<file path="config.mk">
export PLATFORM = sky130hd
export DESIGN_NAME = execute_unit
export DESIGN_NICKNAME = d
export VERILOG_FILES = /design/src/rtl/exec_pkg.sv /design/src/rtl/seq_divider.sv /design/src/rtl/execute_unit.sv
export SDC_FILE = /design/constraint.sdc
export NUM_CORES = 2
export LEC_CHECK = 0
export CORE_AREA = 2 2 252 254
export DETAILED_ROUTE_END_ITERATION = 8
export DIE_AREA = 0 0 254 256
export MAX_ROUTING_LAYER = met4
export PLACE_DENSITY_LB_ADDON = 0.3
export SYNTH_ARGS = -nofsm -noshare
export SYNTH_HDL_FRONTEND = slang
export SYNTH_HIERARCHICAL = 1
export SYNTH_SLANG_ARGS = --single-unit
</file>
<file path="constraint.sdc">
create_clock -name clk -period 30.9 [get_ports clk]
set_input_delay 7.725 -clock clk [delete_from_list [all_inputs] [get_ports clk]]
set_output_delay 7.725 -clock clk [all_outputs]
set_load 0.01 [all_outputs]
</file>
<file path="src/rtl/exec_pkg.sv">
`default_nettype none
// ============================================================================
// Module      : exec_pkg
// Description : Shared types and constants for the SimpleRISC execute stage.
// Revision    : 1.0 - initial release
// ============================================================================
package exec_pkg;

    localparam int XLEN = 32;

    // Dividend that overflows when divided by -1
    localparam logic [XLEN-1:0] INT_MIN = 32'h8000_0000;

    typedef enum logic [3:0] {
        OP_ADD = 4'd0,
        OP_SUB = 4'd1,
        OP_CMP = 4'd2,
        OP_MUL = 4'd3,
        OP_DIV = 4'd4,
        OP_MOD = 4'd5,
        OP_LSL = 4'd6,
        OP_LSR = 4'd7,
        OP_ASR = 4'd8,
        OP_OR  = 4'd9,
        OP_AND = 4'd10,
        OP_NOT = 4'd11,
        OP_MOV = 4'd12
    } alu_op_e;

    typedef enum logic [1:0] {
        ST_EMPTY = 2'd0,
        ST_FULL  = 2'd1,
        ST_DIV   = 2'd2
    } exec_state_e;

endpackage
`default_nettype wire

</file>
<file path="src/rtl/seq_divider.sv">
`default_nettype none
// ============================================================================
// Module      : seq_divider
// Description : Signed iterative restoring divider, one quotient bit per cycle.
// Revision    : 1.0 - initial release
// ============================================================================
module seq_divider
    import exec_pkg::*;
#(
    parameter int XLEN      = 32,
    parameter int DIV_STEPS = 32
) (
    input  logic            clk,
    input  logic            reset,
    input  logic            abort,
    input  logic            start,
    input  logic [XLEN-1:0] dividend,
    input  logic [XLEN-1:0] divisor,
    input  logic            is_mod,
    output logic            busy,
    output logic            done,
    output logic [XLEN-1:0] result
);

    localparam int CW = $clog2(DIV_STEPS + 1);
    localparam logic [CW-1:0] c_last = CW'(DIV_STEPS);

    logic            r_busy;
    logic [CW-1:0]   r_cnt;
    logic [XLEN-1:0] r_quo;
    logic [XLEN-1:0] r_rem;
    logic [XLEN-1:0] r_dvs;
    logic [XLEN-1:0] r_dividend;
    logic            r_neg_q;
    logic            r_neg_r;
    logic            r_is_mod;
    logic            r_div_zero;
    logic            r_ovf;

    logic            w_a_neg;
    logic            w_b_neg;
    logic [XLEN-1:0] w_a_mag;
    logic [XLEN-1:0] w_b_mag;
    logic [XLEN:0]   w_shift;
    logic [XLEN:0]   w_trial;
    logic [XLEN-1:0] w_q_signed;
    logic [XLEN-1:0] w_r_signed;

    assign w_a_neg = dividend[XLEN-1];
    assign w_b_neg = divisor[XLEN-1];
    assign w_a_mag = w_a_neg ? (~dividend + 1'b1) : dividend;
    assign w_b_mag = w_b_neg ? (~divisor + 1'b1) : divisor;

    // Partial remainder shifted left with the next dividend bit, then trial subtract
    assign w_shift = {r_rem, r_quo[XLEN-1]};
    assign w_trial = w_shift - {1'b0, r_dvs};

    always_ff @(posedge clk) begin
        if (reset) begin
            r_busy     <= 1'b0;
            r_cnt      <= '0;
            r_quo      <= '0;
            r_rem      <= '0;
            r_dvs      <= '0;
            r_dividend <= '0;
            r_neg_q    <= 1'b0;
            r_neg_r    <= 1'b0;
            r_is_mod   <= 1'b0;
            r_div_zero <= 1'b0;
            r_ovf      <= 1'b0;
        end else if (abort) begin
            r_busy <= 1'b0;
            r_cnt  <= '0;
        end else if (start) begin
            r_busy     <= 1'b1;
            r_cnt      <= '0;
            r_quo      <= w_a_mag;
            r_rem      <= '0;
            r_dvs      <= w_b_mag;
            r_dividend <= dividend;
            r_neg_q    <= w_a_neg ^ w_b_neg;
            r_neg_r    <= w_a_neg;
            r_is_mod   <= is_mod;
            r_div_zero <= (divisor == '0);
            r_ovf      <= (dividend == INT_MIN) && (divisor == '1);
        end else if (r_busy) begin
            if (r_cnt == c_last) begin
                r_busy <= 1'b0;
                r_cnt  <= '0;
            end else begin
                r_cnt <= r_cnt + 1'b1;
                if (!w_trial[XLEN]) begin
                    r_rem <= w_trial[XLEN-1:0];
                    r_quo <= {r_quo[XLEN-2:0], 1'b1};
                end else begin
                    r_rem <= w_shift[XLEN-1:0];
                    r_quo <= {r_quo[XLEN-2:0], 1'b0};
                end
            end
        end
    end

    assign w_q_signed = r_neg_q ? (~r_quo + 1'b1) : r_quo;
    assign w_r_signed = r_neg_r ? (~r_rem + 1'b1) : r_rem;

    always_comb begin
        result = r_is_mod ? w_r_signed : w_q_signed;
        if (r_div_zero) begin
            result = r_is_mod ? r_dividend : '0;
        end else if (r_ovf) begin
            result = r_is_mod ? '0 : INT_MIN;
        end
    end

    assign busy = r_busy;
    assign done = r_busy && (r_cnt == c_last);

endmodule
`default_nettype wire

</file>
<file path="src/rtl/execute_unit.sv">
`default_nettype none
// ============================================================================
// Module      : execute_unit
// Description : SimpleRISC execute stage: ALU, signed divider, compare flags
//               and a valid/ready output register slice with flush.
// Revision    : 1.0 - initial release
// ============================================================================
module execute_unit
    import exec_pkg::*;
#(
    parameter int XLEN      = exec_pkg::XLEN,
    parameter int DIV_STEPS = 32
) (
    input  logic            clk,
    input  logic            reset,
    input  logic            flush,
    input  logic            in_valid,
    output logic            in_ready,
    input  logic [3:0]      alu_op,
    input  logic [XLEN-1:0] A,
    input  logic [XLEN-1:0] B,
    input  logic [XLEN-1:0] op2,
    input  logic            isLd,
    input  logic            isSt,
    input  logic            isWb,
    input  logic [3:0]      rd,
    output logic            out_valid,
    input  logic            out_ready,
    output logic [XLEN-1:0] aluResult,
    output logic [XLEN-1:0] op2_out,
    output logic            isLd_out,
    output logic            isSt_out,
    output logic            isWb_out,
    output logic [3:0]      rd_out,
    output logic            flagE,
    output logic            flagGT
);

    localparam int SHW = $clog2(XLEN);

    exec_state_e     r_state;
    exec_state_e     w_next;

    logic [XLEN-1:0] r_result;
    logic [XLEN-1:0] r_op2;
    logic            r_ld;
    logic            r_st;
    logic            r_wb;
    logic [3:0]      r_rd;
    logic            r_flag_e;
    logic            r_flag_gt;

    alu_op_e         w_op;
    logic            w_in_ready;
    logic            w_accept;
    logic            w_is_div;
    logic [XLEN-1:0] w_alu;
    logic [SHW-1:0]  w_shamt;
    logic            w_div_busy;
    logic            w_div_done;
    logic [XLEN-1:0] w_div_result;

    assign w_op       = alu_op_e'(alu_op);
    assign w_shamt    = B[SHW-1:0];
    assign w_is_div   = (w_op == OP_DIV) || (w_op == OP_MOD);
    assign w_in_ready = (r_state == ST_EMPTY) || ((r_state == ST_FULL) && out_ready);
    // Inputs presented during a flush are dropped
    assign w_accept   = in_valid && w_in_ready && !flush;

    always_comb begin
        w_alu = '0;
        case (w_op)
            OP_ADD:  w_alu = A + B;
            OP_SUB:  w_alu = A - B;
            OP_CMP:  w_alu = A - B;
            OP_MUL:  w_alu = A * B;
            OP_LSL:  w_alu = A << w_shamt;
            OP_LSR:  w_alu = A >> w_shamt;
            OP_ASR:  w_alu = $signed(A) >>> w_shamt;
            OP_OR:   w_alu = A | B;
            OP_AND:  w_alu = A & B;
            OP_NOT:  w_alu = ~B;
            OP_MOV:  w_alu = B;
            default: w_alu = '0;
        endcase
    end

    seq_divider #(
        .XLEN      (XLEN),
        .DIV_STEPS (DIV_STEPS)
    ) u_div (
        .clk      (clk),
        .reset    (reset),
        .abort    (flush),
        .start    (w_accept && w_is_div),
        .dividend (A),
        .divisor  (B),
        .is_mod   (w_op == OP_MOD),
        .busy     (w_div_busy),
        .done     (w_div_done),
        .result   (w_div_result)
    );

    always_ff @(posedge clk) begin
        if (reset) begin
            r_state <= ST_EMPTY;
        end else begin
            r_state <= w_next;
        end
    end

    always_comb begin
        w_next = r_state;
        case (r_state)
            ST_EMPTY: begin
                if (w_accept) w_next = w_is_div ? ST_DIV : ST_FULL;
            end
            ST_FULL: begin
                if (w_accept)       w_next = w_is_div ? ST_DIV : ST_FULL;
                else if (out_ready) w_next = ST_EMPTY;
            end
            ST_DIV: begin
                // Recover if the divider is ever idle without having finished
                if (w_div_done)       w_next = ST_FULL;
                else if (!w_div_busy) w_next = ST_EMPTY;
            end
            default: w_next = ST_EMPTY;
        endcase
        if (flush) w_next = ST_EMPTY;
    end

    always_ff @(posedge clk) begin
        if (reset) begin
            r_result  <= '0;
            r_op2     <= '0;
            r_ld      <= 1'b0;
            r_st      <= 1'b0;
            r_wb      <= 1'b0;
            r_rd      <= '0;
            r_flag_e  <= 1'b0;
            r_flag_gt <= 1'b0;
        end else if (!flush) begin
            if (w_accept) begin
                r_op2 <= op2;
                r_ld  <= isLd;
                r_st  <= isSt;
                r_wb  <= isWb;
                r_rd  <= rd;
                if (!w_is_div) r_result <= w_alu;
                if (w_op == OP_CMP) begin
                    r_flag_e  <= (A == B);
                    r_flag_gt <= ($signed(A) > $signed(B));
                end
            end else if ((r_state == ST_DIV) && w_div_done) begin
                r_result <= w_div_result;
            end
        end
    end

    assign in_ready  = w_in_ready;
    assign out_valid = (r_state == ST_FULL);
    assign aluResult = r_result;
    assign op2_out   = r_op2;
    assign isLd_out  = r_ld;
    assign isSt_out  = r_st;
    assign isWb_out  = r_wb;
    assign rd_out    = r_rd;
    assign flagE     = r_flag_e;
    assign flagGT    = r_flag_gt;

endmodule
`default_nettype wire

</file>
==> impl_metrics.csv <==
group,metric,value,unit
cts,clk_pin_slew,0.06,ns
floorplan,die_h,256,um
timing,min_period_over_period,54.7,%
cts,htreeDepth,1,
timing,slew_violations,0,
timing,finalWorstSetupSlack,14.01,ns
min_path,min_path_type,"reg2reg",
placed_design,gp_congestion,1.07,
routing,firstDrtPassIters,6,
synthesis,synth_edf_count,0,
setup_path,critPathCaptureType,"output port",
global_route,grt_pass1_vias,36000,
cts,cts_sinks,214,
timing,hold_viol_final,0,
timing,max_slew.worst_pin.slew,1.31,ns
placed_design,port_buffers,186,
setup_path,crit_chain,"clkdlybuf4s50_1 > inv_1 > a21oi_1 > clkdlybuf4s50_1",
timing,fmax,59.2,MHz
cts,cts-root-buf,"clkbuf_16",
synthesis,synth_area_per_cell,7.68,um^2
cells_and_area,drive_above_1_share,5.90,%
synthesis,ys_top_cells_by_area,"fa_1 22%, dfxtp_1 12%, ha_1 8.7%",
synthesis,synth_fp_nets,5607,
synthesis,syn_area,37100,um^2
run,drv_cap,0,
synthesis,synth-async-reset-ratio,0,%
power_and_ir_drop,p_leak,17.8,nW
cts,cts.path.max_buffers,3,
synthesis,netlist_instances,4825,
setup_path,worstSetupStartpointType,"input port",
cts,insertion_delay,0.55,ns
floorplan,pin_count,187,
global_route,grt_max_degree,91,
global_route,grt_pass1_wl,228000,um
cells_and_area,nets,5617,
timing,fin_crit,16.89,ns
setup_path,critPathMostFrequentCell,"clkdlybuf4s50_1",
global_route,antenna_found_initial,2,
outcome,outcome,"completed",
routing,drc,0,
cts,hold_buffers,0,
cts,cts_buffers,23,
floorplan,dieArea,65000,um^2
synthesis,synth_flop_cell,"dfxtp_1",
synthesis,yosys.area.top_type_share,22.2,%
cells_and_area,synthToLayoutAreaGrowth,9.01,%
routing,drtIter0Drc,4760,
floorplan,core_area,62400,um^2
setup_path,cp.required,23.18,ns
synthesis,yosysTopAreaCell,"fa_1",
routing,drt_wl_total,153000,um
timing,maxSlewHeadroom,12.8,%
floorplan,fp-row-count,92,
timing,rsz0062_at_grt,"no",
cts,cts_tree,"done",
setup_path,critPathKind,"in2out",
placed_design,placed_cells,5656,
routing,ant_nets,0,
setup_path,crit_arrival,9.16,ns
placed_design,dpl_worst_slack,14.02,ns
routing,wl_per_cell,26.8,um
cts,post-cts-setup-buffers,0,
timing,setup_violations,0,
global_route,overflow,0,
placed_design,placed_area,39600,um^2
floorplan,initial_core_util,59.4,%
cells_and_area,final_cells,5701,
routing,vias,37700,
setup_path,critPathSlowestCell,"clkdlybuf4s50_1",
global_route,grt_use_total,48.1,%
power_and_ir_drop,powerDensity,139,nW/um^2
synthesis,synth-seq-area-share,11.6,%
cells_and_area,design_area,40400,um^2
setup_path,cpPeakStageDelay,0.62,ns
floorplan,die_x,254,um
timing,fin_setup_tns,0,ns
cts,cts_resized,0,
placed_design,hpwl,113000,um
synthesis,synth_cell_types,100,
timing,fin_skew,0.0177,ns
synthesis,yosys_register_bits,214,
routing,vias_per_cell,6.62,
power_and_ir_drop,power,5.60,mW
power_and_ir_drop,irDropWorstVdd,0.323,mV
setup_path,cp_max_fo,5,
synthesis,yosysWarnings,6,
==> worst paths after layout <==
| kind | cells past startpoint | slack (ns) | to | from |
|---|---|---|---|---|
| worst max-delay path | 4 | 14.01 | in_ready | out_ready |
| worst min-delay path | 2 | 0.45 | op2_out[10] | op2_out[10] |
| worst max register to register | 15 | 26.64 | aluResult[29] | u_div/r_rem[16] |
| worst min register to register | 2 | 0.45 | op2_out[10] | op2_out[10] |
==> where the power goes <==
group          internal [mW]  switching (mW)  leakage (nW)
logic                   1.97            3.02          15.6
clock network          0.177           0.127         0.382
registers              0.285         0.00994          1.73
==> critical path, delay by kind of cell <==
kind | cells | cell delay, ns
buf+inv | 3 | 1.10
compound gates | 1 | 0.33
==> cells in the mapped netlist, drive strengths merged (23+ instances only) <==
cell	instances
inv	510
o31ai	46
o21ai	232
clkbuf	232
nor3	61
nand4	26
a31oi	36
nand2	603
a21oi	354
fa	411
mux4	27
xnor2	127
a211oi	94
a22o	36
xor2	111
mux2	32
ha	259
or3	23
dfxtp	214
nand3	42
or2	24
o21a	24
nor2	645
nand2b	31
and3	29
mux2i	74
a21o	52
o211ai	41
buf	79
==> routing by layer <==
layer | GRT usage (%) | up-vias | part of all wire [%]
li1 | - | 16200 | -
met1 | 62.9 | 18200 | 38
met2 | 67.4 | 2679 | 41
met3 | 14.3 | 617 | 14
met4 | 23.9 | 0 | 6.5
met5 | - | - | 0
==> final cells by class <==
| class | instances | area [um^2] |
|---|---|---|
| multi-input combinational | 3777 | 29600 |
| inverter | 523 | 1960 |
| timing repair buffer | 296 | 2660 |
| sequential | 214 | 4280 |
| antenna | 6 | 15.0 |
| clock buffer | 30 | 632 |
| clock inverter | 9 | 151 |
| tap | 846 | 1060 |
| fill | 5541 | 22000 |
==> cells in the final DEF (no fill, tap or decap), types with 27 or more instances in the layout <==
cell,count
nor2_1,640
nand2_1,602
inv_1,504
fa_1,411
a21oi_1,352
ha_1,259
o21ai_0,229
dfxtp_1,214
clkdlybuf4s50_1,178
xnor2_1,127
buf_4,112
xor2_1,111
a211oi_1,93
mux2i_1,73
nor3_1,59
a21o_1,52
o31ai_1,44
nand3_1,41
o211ai_1,41
a31oi_1,36
a22o_1,36
mux2_2,32
nand2b_1,30
and3_1,29
mux4_2,27
==> through the flow <==
stage | hold WS [ns] | util (%)
after global placement | 0.441 | 63.5
after floorplan | 0.432 | -
after detailed placement | 0.445 | 63.5
final | 0.453 | 64.8
after global routing | 0.468 | 64.7
after CTS | 0.454 | 64.7
==> state kept, by name (all words and copies together) (netlist names), 2 cells and up <==
register and count:
aluResult 32, op2_out 32, r_state 2, rd_out 4, u_div/r_cnt 6, u_div/r_dividend 32, u_div/r_dvs 32, u_div/r_quo 32
u_div/r_rem 32
==> cell families (layout without fill, tap and decap cells) <==
family,after synthesis,after routing,share of synthesized area (%)
and+or+nand+nor,1599,1599,18.7
AOI/OAI and AO/OA,1137,1137,20.0
buffers and inverters,834,858,8.59
adders and majority gates,670,670,30.9
xor gates and xnor gates,238,238,5.62
DFF,214,214,11.6
muxes,133,133,4.65
other,0,6,0
Power figures use the tool's default switching activity.
